**src/rtl/compress_stage2_iter_if.sv**
```systemverilog
// rtl/compress_stage2_iter_if.sv - bus bundle between stage1, stage2 and the digest consumer
// Direction names are from stage2's point of view (_i into stage2, _o out of it).
interface compress_stage2_iter_if #(
  parameter int NUM_PAIRS = 32,
  parameter int IDX_W     = (NUM_PAIRS > 1) ? $clog2(NUM_PAIRS) : 1
);
  logic             start_i;
  logic [255:0]     hin_i;
  logic             busy_o;
  logic [IDX_W-1:0] pair_idx_o;
  logic             w_valid_i;
  logic [255:0]     state_o;
  logic [31:0]      p1_i;
  logic [31:0]      p2_i;
  logic [31:0]      p3_i;
  logic [31:0]      p4_i;
  logic [31:0]      p5_i;
  logic [31:0]      a_dash_i;
  logic [31:0]      b_dash_i;
  logic [31:0]      e_dash_i;
  logic [31:0]      f_dash_i;
  logic [255:0]     digest_o;
  logic             digest_valid_o;
  logic             digest_ready_i;

  modport master (
    output start_i, hin_i, w_valid_i, digest_ready_i,
    output p1_i, p2_i, p3_i, p4_i, p5_i,
    output a_dash_i, b_dash_i, e_dash_i, f_dash_i,
    input  busy_o, pair_idx_o, state_o, digest_o, digest_valid_o
  );

  modport slave (
    input  start_i, hin_i, w_valid_i, digest_ready_i,
    input  p1_i, p2_i, p3_i, p4_i, p5_i,
    input  a_dash_i, b_dash_i, e_dash_i, f_dash_i,
    output busy_o, pair_idx_o, state_o, digest_o, digest_valid_o
  );
endinterface

```
**src/rtl/compress_stage2_iter.sv**
```systemverilog
// rtl/compress_stage2_iter.sv - SHA-256 two-rounds-per-cycle back end with digest hand-off
// Finishes both rounds of a K/W pair from stage1's precomputed sums, then adds the chaining value.
module compress_stage2_iter #(
  parameter int NUM_PAIRS = 32,
  parameter int IDX_W     = (NUM_PAIRS > 1) ? $clog2(NUM_PAIRS) : 1
) (
  input logic                   clk,
  input logic                   rst_n,
  compress_stage2_iter_if.slave bus
);

  typedef enum logic [1:0] {
    ST_IDLE = 2'd0,
    ST_RUN  = 2'd1,
    ST_ADD  = 2'd2,
    ST_HOLD = 2'd3
  } state_e;

  localparam logic [IDX_W-1:0] LAST_IDX = IDX_W'(NUM_PAIRS - 1);

  state_e           state_q, state_d;
  logic [255:0]     work_q, work_d;
  logic [255:0]     hsave_q, hsave_d;
  logic [255:0]     digest_q, digest_d;
  logic [IDX_W-1:0] idx_q, idx_d;
  logic             last_pair;

  function automatic logic [31:0] rotr(input logic [31:0] x, input int n);
    return (x >> n) | (x << (32 - n));
  endfunction

  function automatic logic [31:0] big_s0(input logic [31:0] x);
    return rotr(x, 2) ^ rotr(x, 13) ^ rotr(x, 22);
  endfunction

  function automatic logic [31:0] big_s1(input logic [31:0] x);
    return rotr(x, 6) ^ rotr(x, 11) ^ rotr(x, 25);
  endfunction

  function automatic logic [31:0] ch(input logic [31:0] x, input logic [31:0] y,
                                     input logic [31:0] z);
    return (x & y) ^ (~x & z);
  endfunction

  function automatic logic [31:0] maj(input logic [31:0] x, input logic [31:0] y,
                                      input logic [31:0] z);
    return (x & y) ^ (x & z) ^ (y & z);
  endfunction

  // Second round reuses S1/ch of the first round's e, shared between u and e2.
  logic [31:0] a1, e1, s1_e1, ch_e1, u, a2, e2;

  always_comb begin
    a1    = bus.p1_i + bus.p3_i;
    e1    = bus.p2_i;
    s1_e1 = big_s1(e1);
    ch_e1 = ch(e1, bus.e_dash_i, bus.f_dash_i);
    u     = bus.p4_i + s1_e1 + ch_e1;
    a2    = u + big_s0(a1) + maj(a1, bus.a_dash_i, bus.b_dash_i);
    e2    = bus.p5_i + s1_e1 + ch_e1;
  end

  assign last_pair = (idx_q == LAST_IDX);

  always_ff @(posedge clk) begin
    if (!rst_n) begin
      state_q <= ST_IDLE;
    end else begin
      state_q <= state_d;
    end
  end

  always_comb begin
    state_d = state_q;
    case (state_q)
      ST_IDLE: if (bus.start_i) state_d = ST_RUN;
      ST_RUN:  if (bus.w_valid_i && last_pair) state_d = ST_ADD;
      ST_ADD:  state_d = ST_HOLD;
      ST_HOLD: if (bus.digest_ready_i) state_d = ST_IDLE;
      default: state_d = ST_IDLE;
    endcase
  end

  always_comb begin
    work_d   = work_q;
    hsave_d  = hsave_q;
    digest_d = digest_q;
    idx_d    = idx_q;
    case (state_q)
      ST_IDLE: begin
        if (bus.start_i) begin
          work_d  = bus.hin_i;
          hsave_d = bus.hin_i;
          idx_d   = '0;
        end
      end
      ST_RUN: begin
        if (bus.w_valid_i) begin
          work_d = {a2, a1, bus.a_dash_i, bus.b_dash_i,
                    e2, e1, bus.e_dash_i, bus.f_dash_i};
          idx_d  = last_pair ? '0 : idx_q + IDX_W'(1);
        end
      end
      ST_ADD: begin
        for (int j = 0; j < 8; j++) begin
          digest_d[32*j +: 32] = hsave_q[32*j +: 32] + work_q[32*j +: 32];
        end
      end
      default: ;
    endcase
  end

  always_ff @(posedge clk) begin
    if (!rst_n) begin
      work_q   <= '0;
      hsave_q  <= '0;
      digest_q <= '0;
      idx_q    <= '0;
    end else begin
      work_q   <= work_d;
      hsave_q  <= hsave_d;
      digest_q <= digest_d;
      idx_q    <= idx_d;
    end
  end

  // Valid is exactly "in HOLD", so it drops on the handshake edge with the return to IDLE.
  always_comb begin
    bus.busy_o         = (state_q != ST_IDLE);
    bus.digest_valid_o = (state_q == ST_HOLD);
  end

  assign bus.state_o    = work_q;
  assign bus.pair_idx_o = idx_q;
  assign bus.digest_o   = digest_q;

endmodule

```
**src/flat_wrapper.sv**
```systemverilog
// flat-port wrapper written by rule: the top's interface ports become plain ports
module compress_stage2_iter_flat 
#(
  parameter int NUM_PAIRS = 32,
  parameter int IDX_W     = (NUM_PAIRS > 1) ? $clog2(NUM_PAIRS) : 1
)
  (clk, rst_n, bus_start_i, bus_hin_i, bus_w_valid_i, bus_digest_ready_i, bus_p1_i, bus_p2_i, bus_p3_i, bus_p4_i, bus_p5_i, bus_a_dash_i, bus_b_dash_i, bus_e_dash_i, bus_f_dash_i, bus_busy_o, bus_pair_idx_o, bus_state_o, bus_digest_o, bus_digest_valid_o);
  compress_stage2_iter_if #(.NUM_PAIRS(NUM_PAIRS), .IDX_W(IDX_W)) bus_i ();
  input logic clk;
  input logic rst_n;
  input wire logic [$bits(bus_i.start_i)-1:0] bus_start_i;
  input wire logic [$bits(bus_i.hin_i)-1:0] bus_hin_i;
  input wire logic [$bits(bus_i.w_valid_i)-1:0] bus_w_valid_i;
  input wire logic [$bits(bus_i.digest_ready_i)-1:0] bus_digest_ready_i;
  input wire logic [$bits(bus_i.p1_i)-1:0] bus_p1_i;
  input wire logic [$bits(bus_i.p2_i)-1:0] bus_p2_i;
  input wire logic [$bits(bus_i.p3_i)-1:0] bus_p3_i;
  input wire logic [$bits(bus_i.p4_i)-1:0] bus_p4_i;
  input wire logic [$bits(bus_i.p5_i)-1:0] bus_p5_i;
  input wire logic [$bits(bus_i.a_dash_i)-1:0] bus_a_dash_i;
  input wire logic [$bits(bus_i.b_dash_i)-1:0] bus_b_dash_i;
  input wire logic [$bits(bus_i.e_dash_i)-1:0] bus_e_dash_i;
  input wire logic [$bits(bus_i.f_dash_i)-1:0] bus_f_dash_i;
  output wire logic [$bits(bus_i.busy_o)-1:0] bus_busy_o;
  output wire logic [$bits(bus_i.pair_idx_o)-1:0] bus_pair_idx_o;
  output wire logic [$bits(bus_i.state_o)-1:0] bus_state_o;
  output wire logic [$bits(bus_i.digest_o)-1:0] bus_digest_o;
  output wire logic [$bits(bus_i.digest_valid_o)-1:0] bus_digest_valid_o;
  assign bus_i.start_i = bus_start_i;
  assign bus_i.hin_i = bus_hin_i;
  assign bus_i.w_valid_i = bus_w_valid_i;
  assign bus_i.digest_ready_i = bus_digest_ready_i;
  assign bus_i.p1_i = bus_p1_i;
  assign bus_i.p2_i = bus_p2_i;
  assign bus_i.p3_i = bus_p3_i;
  assign bus_i.p4_i = bus_p4_i;
  assign bus_i.p5_i = bus_p5_i;
  assign bus_i.a_dash_i = bus_a_dash_i;
  assign bus_i.b_dash_i = bus_b_dash_i;
  assign bus_i.e_dash_i = bus_e_dash_i;
  assign bus_i.f_dash_i = bus_f_dash_i;
  assign bus_busy_o = bus_i.busy_o;
  assign bus_pair_idx_o = bus_i.pair_idx_o;
  assign bus_state_o = bus_i.state_o;
  assign bus_digest_o = bus_i.digest_o;
  assign bus_digest_valid_o = bus_i.digest_valid_o;
  compress_stage2_iter #(.NUM_PAIRS(NUM_PAIRS), .IDX_W(IDX_W)) u_core (.clk(clk), .rst_n(rst_n), .bus(bus_i));
endmodule
```
**config.mk**
```make
export PLATFORM = sky130hd
export DESIGN_NAME = compress_stage2_iter_flat
export DESIGN_NICKNAME = d
export VERILOG_FILES = /design/src/rtl/compress_stage2_iter_if.sv /design/src/rtl/compress_stage2_iter.sv /design/src/flat_wrapper.sv
export SDC_FILE = /design/constraint.sdc
export NUM_CORES = 2
export LEC_CHECK = 0
export BUFFER_PORTS_ARGS = -buffer_cell sky130_fd_sc_hd__buf_2
export CORE_AREA = 2 2 419 421
export DETAILED_ROUTE_END_ITERATION = 6
export DIE_AREA = 0 0 421 423
export SLEW_MARGIN = 0
export SYNTH_ARGS = -nofsm -noshare
export SYNTH_HDL_FRONTEND = slang
export SYNTH_SLANG_ARGS = --single-unit
```
**constraint.sdc**
```tcl
create_clock -name clk -period 10.4 [get_ports clk]
set_clock_uncertainty 0.2 [all_clocks]
set_input_delay 2.6 -clock clk [delete_from_list [all_inputs] [get_ports clk]]
set_output_delay 2.6 -clock clk [all_outputs]
set_load 0.1 [all_outputs]
```
**Word level (Yosys, flattened, before mapping)**

Index checks and enable logic that the tools add are counted.

- Register bits: 775
- Latch bits: 0
- Memory bits (writable): 0
- Bits in read-only memories: 0
- Input bits: 549
- Output and inout bits: 519
- Logic and storage cells: 66
- Memories kept: 0

- $add $sub $neg: 16
- Multipliers: 0
- Divide/modulo/power cells: 0
- $lt $le $gt $ge: 0
- Equality and inequality tests: 8
- Shift-type cells: 0
- Muxes and demuxes: 11
- Bitwise logic cells: 19
- Reductions and logical operators: 7

Operators with widths:

| kind | count |
|---|---|
| $mux W256 | 2 |
| $pmux W256 S2 | 1 |
| $add A32 B32 Y32 | 15 |
| $xor A32 B32 Y32 | 7 |
| $and A32 B32 Y32 | 5 |
| $not A32 Y32 | 1 |
| $or A10 B32 Y32 | 1 |
| $or A19 B32 Y32 | 1 |
| $or A21 B32 Y32 | 1 |
| $or A26 B32 Y32 | 1 |
| $or A30 B32 Y32 | 1 |
| $or A7 B32 Y32 | 1 |
| $mux W5 | 3 |
| $pmux W5 S2 | 1 |
| $pmux W2 S4 | 1 |
| $mux W2 | 3 |
| $ne A2 B2 Y1 const B | 3 |
| $reduce_and A3 Y1 | 2 |
| $add A5 B1 Y5 const B | 1 |
| $eq A5 B5 Y1 const B | 1 |
| $eq A2 B2 Y1 const B | 2 |
| $reduce_bool A2 Y1 | 2 |
| $eq A2 B1 Y1 const B | 1 |
| $logic_not A2 Y1 | 1 |
| 3 further kinds | 3 |

**Logic depth before layout (Yosys ltp)**

- Depth in word-level cells: 9
- Gate-level depth with buffers: 31
- Mapped depth without buffers: 31

**Worst setup path after synthesis**

OpenSTA, ideal clock, no wires.

- Path kind: input -> register
- From: input port bus_p3_i[0]
- To: register u_core.work_q[255] (netlist: u_core.bus.state_o[255])
- Library setup time: 0.116 ns
- Arrival time: 8.796 ns
- Required time: 10.084 ns
- Slack: 1.287 ns
- Stages on the path: 29
- Buffers on the path: 0
- Cells stage by stage: ha_1 -> fa_1 -> a21o_1 -> a21o_1 -> a31oi_2 -> o21ai_2 -> nor3b_1 -> nor3_2 -> o31ai_1 -> or4_1 -> a31oi_1 -> xnor2_1 -> xnor2_1 -> fa_1 -> fa_1 -> fa_1 -> ha_1 -> o21ai_0 -> a21oi_1 -> nor2_1 -> a31oi_1 -> a21oi_1 -> o21ai_0 -> nand3_1 -> o21ai_0 -> xnor2_1 -> xnor2_1 -> a21oi_1 -> a31o_1

- Word-level cells in the longest chain between the ends: 8
- Elaborated cells between the ends (all ways): 14
- Those cells by class: add/sub: 3; mux: 2; bitwise: 9

Ends and longest elaborated chain:

| item | line | source |
|---|---|---|
| from (decl) | flat_wrapper.sv:17 | `input wire logic [$bits(bus_i.p3_i)-1:0] bus_p3_i;` |
| $add A32 B32 Y32 * | compress_stage2_iter.sv:54 | `a1 = bus.p1_i + bus.p3_i;` |
| $or A30 B32 Y32 or $or A19 B32 Y32 (tied branches) | compress_stage2_iter.sv:29 | `return (x >> n) \| (x << (32 - n));` |
| $xor A32 B32 Y32 (2 in series) | compress_stage2_iter.sv:33 | `return rotr(x, 2) ^ rotr(x, 13) ^ rotr(x, 22);` |
| $add A32 B32 Y32 | compress_stage2_iter.sv:59 | `a2 = u + big_s0(a1) + maj(a1, bus.a_dash_i, bus.b_dash_i);` |
| $add A32 B32 Y32 * | compress_stage2_iter.sv:59 |  |
| $mux W256 * | compress_stage2_iter.sv:98 | `if (bus.w_valid_i) begin` |
| $pmux W256 S2 * | compress_stage2_iter.sv:89 | `case (state_q)` |
| to (signal assigned) | compress_stage2_iter.sv:120 | `work_q <= work_d;` |
| to (decl) | compress_stage2_iter.sv:22 | `logic [255:0] work_q, work_d;` |

Mark *: on every way between the ends. The rest lies on a longest branch, timed or not. The select of a mux whose other input is x is not followed.
A chain may end at the register's enable or synchronous reset.

**Final worst setup path**

- From: input port bus_p3_i[0]
- To: register u_core.work_q[254] (netlist: u_core.bus.state_o[254])

The elaborated chain is that of the path after synthesis.

==> results.json <==
{
  "tns_ns": 0,
  "period_needed_ns": 9.484,
  "cts_resized": 0,
  "drc": 0,
  "post-place-ws_ns": 0.2541,
  "ys_warn_count": 0,
  "wl_per_cell_um": 27.87,
  "die_h_um": 423,
  "hp-class": "flip-flop to flip-flop",
  "io_pins": 1068,
  "holdWs_ns": 0.2522,
  "crit_slowest_cell": "fa_1",
  "status": "completed",
  "tightest_slew_ns": 1.185,
  "post_layout_nonfiller_instances": 9230,
  "worstSetupPathType": "input port to flip-flop",
  "place.gp.congestion": 0.9939,
  "cts_setup_buffers": 0,
  "maxCapViolations": 0,
  "vias_per_cell": 5.228,
  "synthCells": 5819,
  "worst_ir_drop_vdd_v": 0.0003265,
  "syn_nets": 6848,
  "area_delta_synth_final_pct": 23.15,
  "synth-adder-area-share_pct": 14.99,
  "nets": 7778,
  "rsz0062_at_grt": "false",
  "path_clk_slew_ns": 0.06,
  "yosysSeqAreaShare_pct": 31.79,
  "final_core_util_pct": 34.69,
  "grt_first_pass_wirelength_um": 350200,
  "wl_um": 257200,
  "clk_root_buffer_cell": "clkbuf_16",
  "synth_top_family_by_area": "compound AO/OA/AOI/OAI gates",
  "crit_path_start_kind": "input port",
  "synth_flop_cell": "dfxtp_1",
  "ctsHoldBuffers": 0,
  "crit_path_frequent_cell": "a21o_1",
  "power_density_nw_per_um2": 413.7,
  "die_width_um": 421,
  "start_util_pct": 28.17,
  "portBuffers": 1067,
  "critPathMaxFanout": 6,
  "postRouteAntennaNets": 0,
  "multi_input_area_um2": 31200,
  "slew_violations": 0,
  "dr.pass1.iters": 6,
  "p_leak_nw": 27.41,
  "worstPathArrival_ns": 9.94,
  "place_inst": 8979,
  "drt_iter0_drc": 4115,
  "max_slew_margin_pct": 18.74,
  "syn_avg_cell_area_um2": 8.387,
  "synthSimpleGateAreaFrac_pct": 14.21,
  "synth_compound_area_share_pct": 19.89,
  "insertion_delay_ns": 0.75,
  "fp.coreArea_um2": 173200,
  "clk_path_buf_depth": 3,
  "grt_pass1_vias": 44820,
  "drive_gt1_share_pct": 19.95,
  "setup_slack_ns": 0.9165,
  "fillers": 18160,
  "yosysUniqueCellTypes": 80,
  "post-route-period-util_pct": 91.19,
  "synthesis.area_um2": 48800,
  "synth_mux_area_share_pct": 7.204,
  "dieArea_um2": 178100,
  "grt_use_total_pct": 27.60,
  "grt_remaining_overflow": 0,
  "cts_tree": "yes",
  "regArea_um2": 15510,
  "synth_xor_xnor_area_share_pct": 7.497,
  "setup_viol": 0,
  "num_rows": 153,
  "grt_max_degree": 189,
  "timing.fmax_mhz": 105.4,
  "hold_violations": 0,
  "cts_made_buffers": 93,
  "critical_path.max_stage_delay_ns": 0.49,
  "cp-end-kind": "flip-flop",
  "synth_edf_count": 0,
  "async_flop_share_pct": 0,
  "grt_antenna_before_repair": 137,
  "cts_htree_levels": 3,
  "vias": 48250,
  "cts.sinks": 775,
  "crit_required_ns": 10.86,
  "ys_ff_latch": 775,
  "dp_hpwl_um": 210100
}
[path summary, 6_finish.rpt]
check	from	to	slack, ns	cells past startpoint
setup reg to reg	u_core.bus.state_o[32]	u_core.bus.digest_o[62]	5.54	15
hold reg to reg	u_core.bus.digest_o[61]	u_core.bus.digest_o[61]	0.25	2
hold / removal	u_core.bus.digest_o[61]	u_core.bus.digest_o[61]	0.25	2
setup / recovery	bus_p3_i[0]	u_core.bus.state_o[254]	0.92	32
[critical path: cells and delay by family]
kind | cells | cell delay (ns)
compound gates | 16 | 3.05
fa+ha+maj | 6 | 2.35
buf+inv | 3 | 0.47
simple gates | 4 | 0.89
xor+xnor | 2 | 0.40
mux | 1 | 0.16
[logic make-up after synthesis]
family,count (synthesis)
adders and majority gates,511
xor gates and xnor gates,416
DFF,775
AOI/OAI and AO/OA,1556
buffers and inverters,574
and+or+nand+nor,1636
muxes,351
[cells in the mapped netlist, types with 7 or more instances]
cell	n	area share, %
dfxtp_1	775	32
nand2_1	709	5.5
a21oi_1	613	6.3
nor2_1	583	4.5
mux2i_1	349	7.2
ha_1	347	8.9
xnor2_1	315	5.7
clkbuf_1	292	2.2
inv_1	261	2.0
a211oi_1	241	3.7
o21ai_0	234	2.4
a21o_1	187	2.9
fa_1	133	5.5
xor2_1	99	1.8
nor3_1	55	0.56
nor2b_1	53	0.68
nand3_1	51	0.52
o21a_1	46	0.71
a31oi_1	41	0.53
nand2b_1	40	0.51
o21bai_1	34	0.52
nand4_1	32	0.41
maj3_1	29	0.59
or3_1	23	0.29
and3_1	21	0.27
buf_1	19	0.15
and2_1	18	0.23
o211ai_1	17	0.26
a211o_1	15	0.27
o31ai_1	14	0.22
nor3b_1	13	0.20
or2_2	13	0.17
a311oi_1	12	0.22
nand3b_1	9	0.14
a21boi_0	7	0.11
a41oi_1	7	0.13
o21ai_1	7	0.072
[per-layer routing]
layer	vias to the layer above	wire, um	GRT usage [%]
met5	-	210	0
met4	34	20430	20.52
met3	603	17540	5.420
met2	2147	118500	44.10
met1	23250	100500	32.85
li1	22220	-	-
[flip-flops by register name (all words and copies together) (netlist names)]
register,count
u_core.bus.state_o,256
u_core.state_q,2
u_core.bus.digest_o,256
u_core.bus.pair_idx_o,5
u_core.hsave_q,256
[placed cells by master, fill, tap and decap left out, types with 94 or more instances in the layout]
cell type,count
a21o_1,187
fa_1,133
inv_1,258
xnor2_1,313
a21oi_1,613
o21ai_0,234
xor2_1,99
a211oi_1,241
dfxtp_1,775
clkbuf_16,94
buf_2,1066
nand2_1,707
mux2i_1,349
nor2_1,580
ha_1,345
[through the flow]
stage,area (um2),total power [W]
2_1_floorplan,48800,0.01659
3_3_place_gp,56660,0.02113
3_5_place_dp,56660,0.02129
4_1_cts,59910,0.02485
5_1_grt,60080,0.02619
6_report,60100,0.02486
[cell type report]
cell class / count / share of cell area [%]
multi-input combinational: 4470 / 51.92
sequential: 775 / 25.82
timing repair buffer: 1148 / 10.05
tap: 2325 / 4.840
clock buffer: 121 / 4.349
inverter: 261 / 1.651
clock inverter: 52 / 1.051
antenna: 78 / 0.3248
[power by group]
group	internal (W)	switching (W)	leakage (nW)
Sequential	0.00378	0.000716	6.35
Combinational	0.00491	0.0119	19.5
Clock	0.00204	0.00149	1.58
Note: power is estimated with default switching activity, not from simulation.
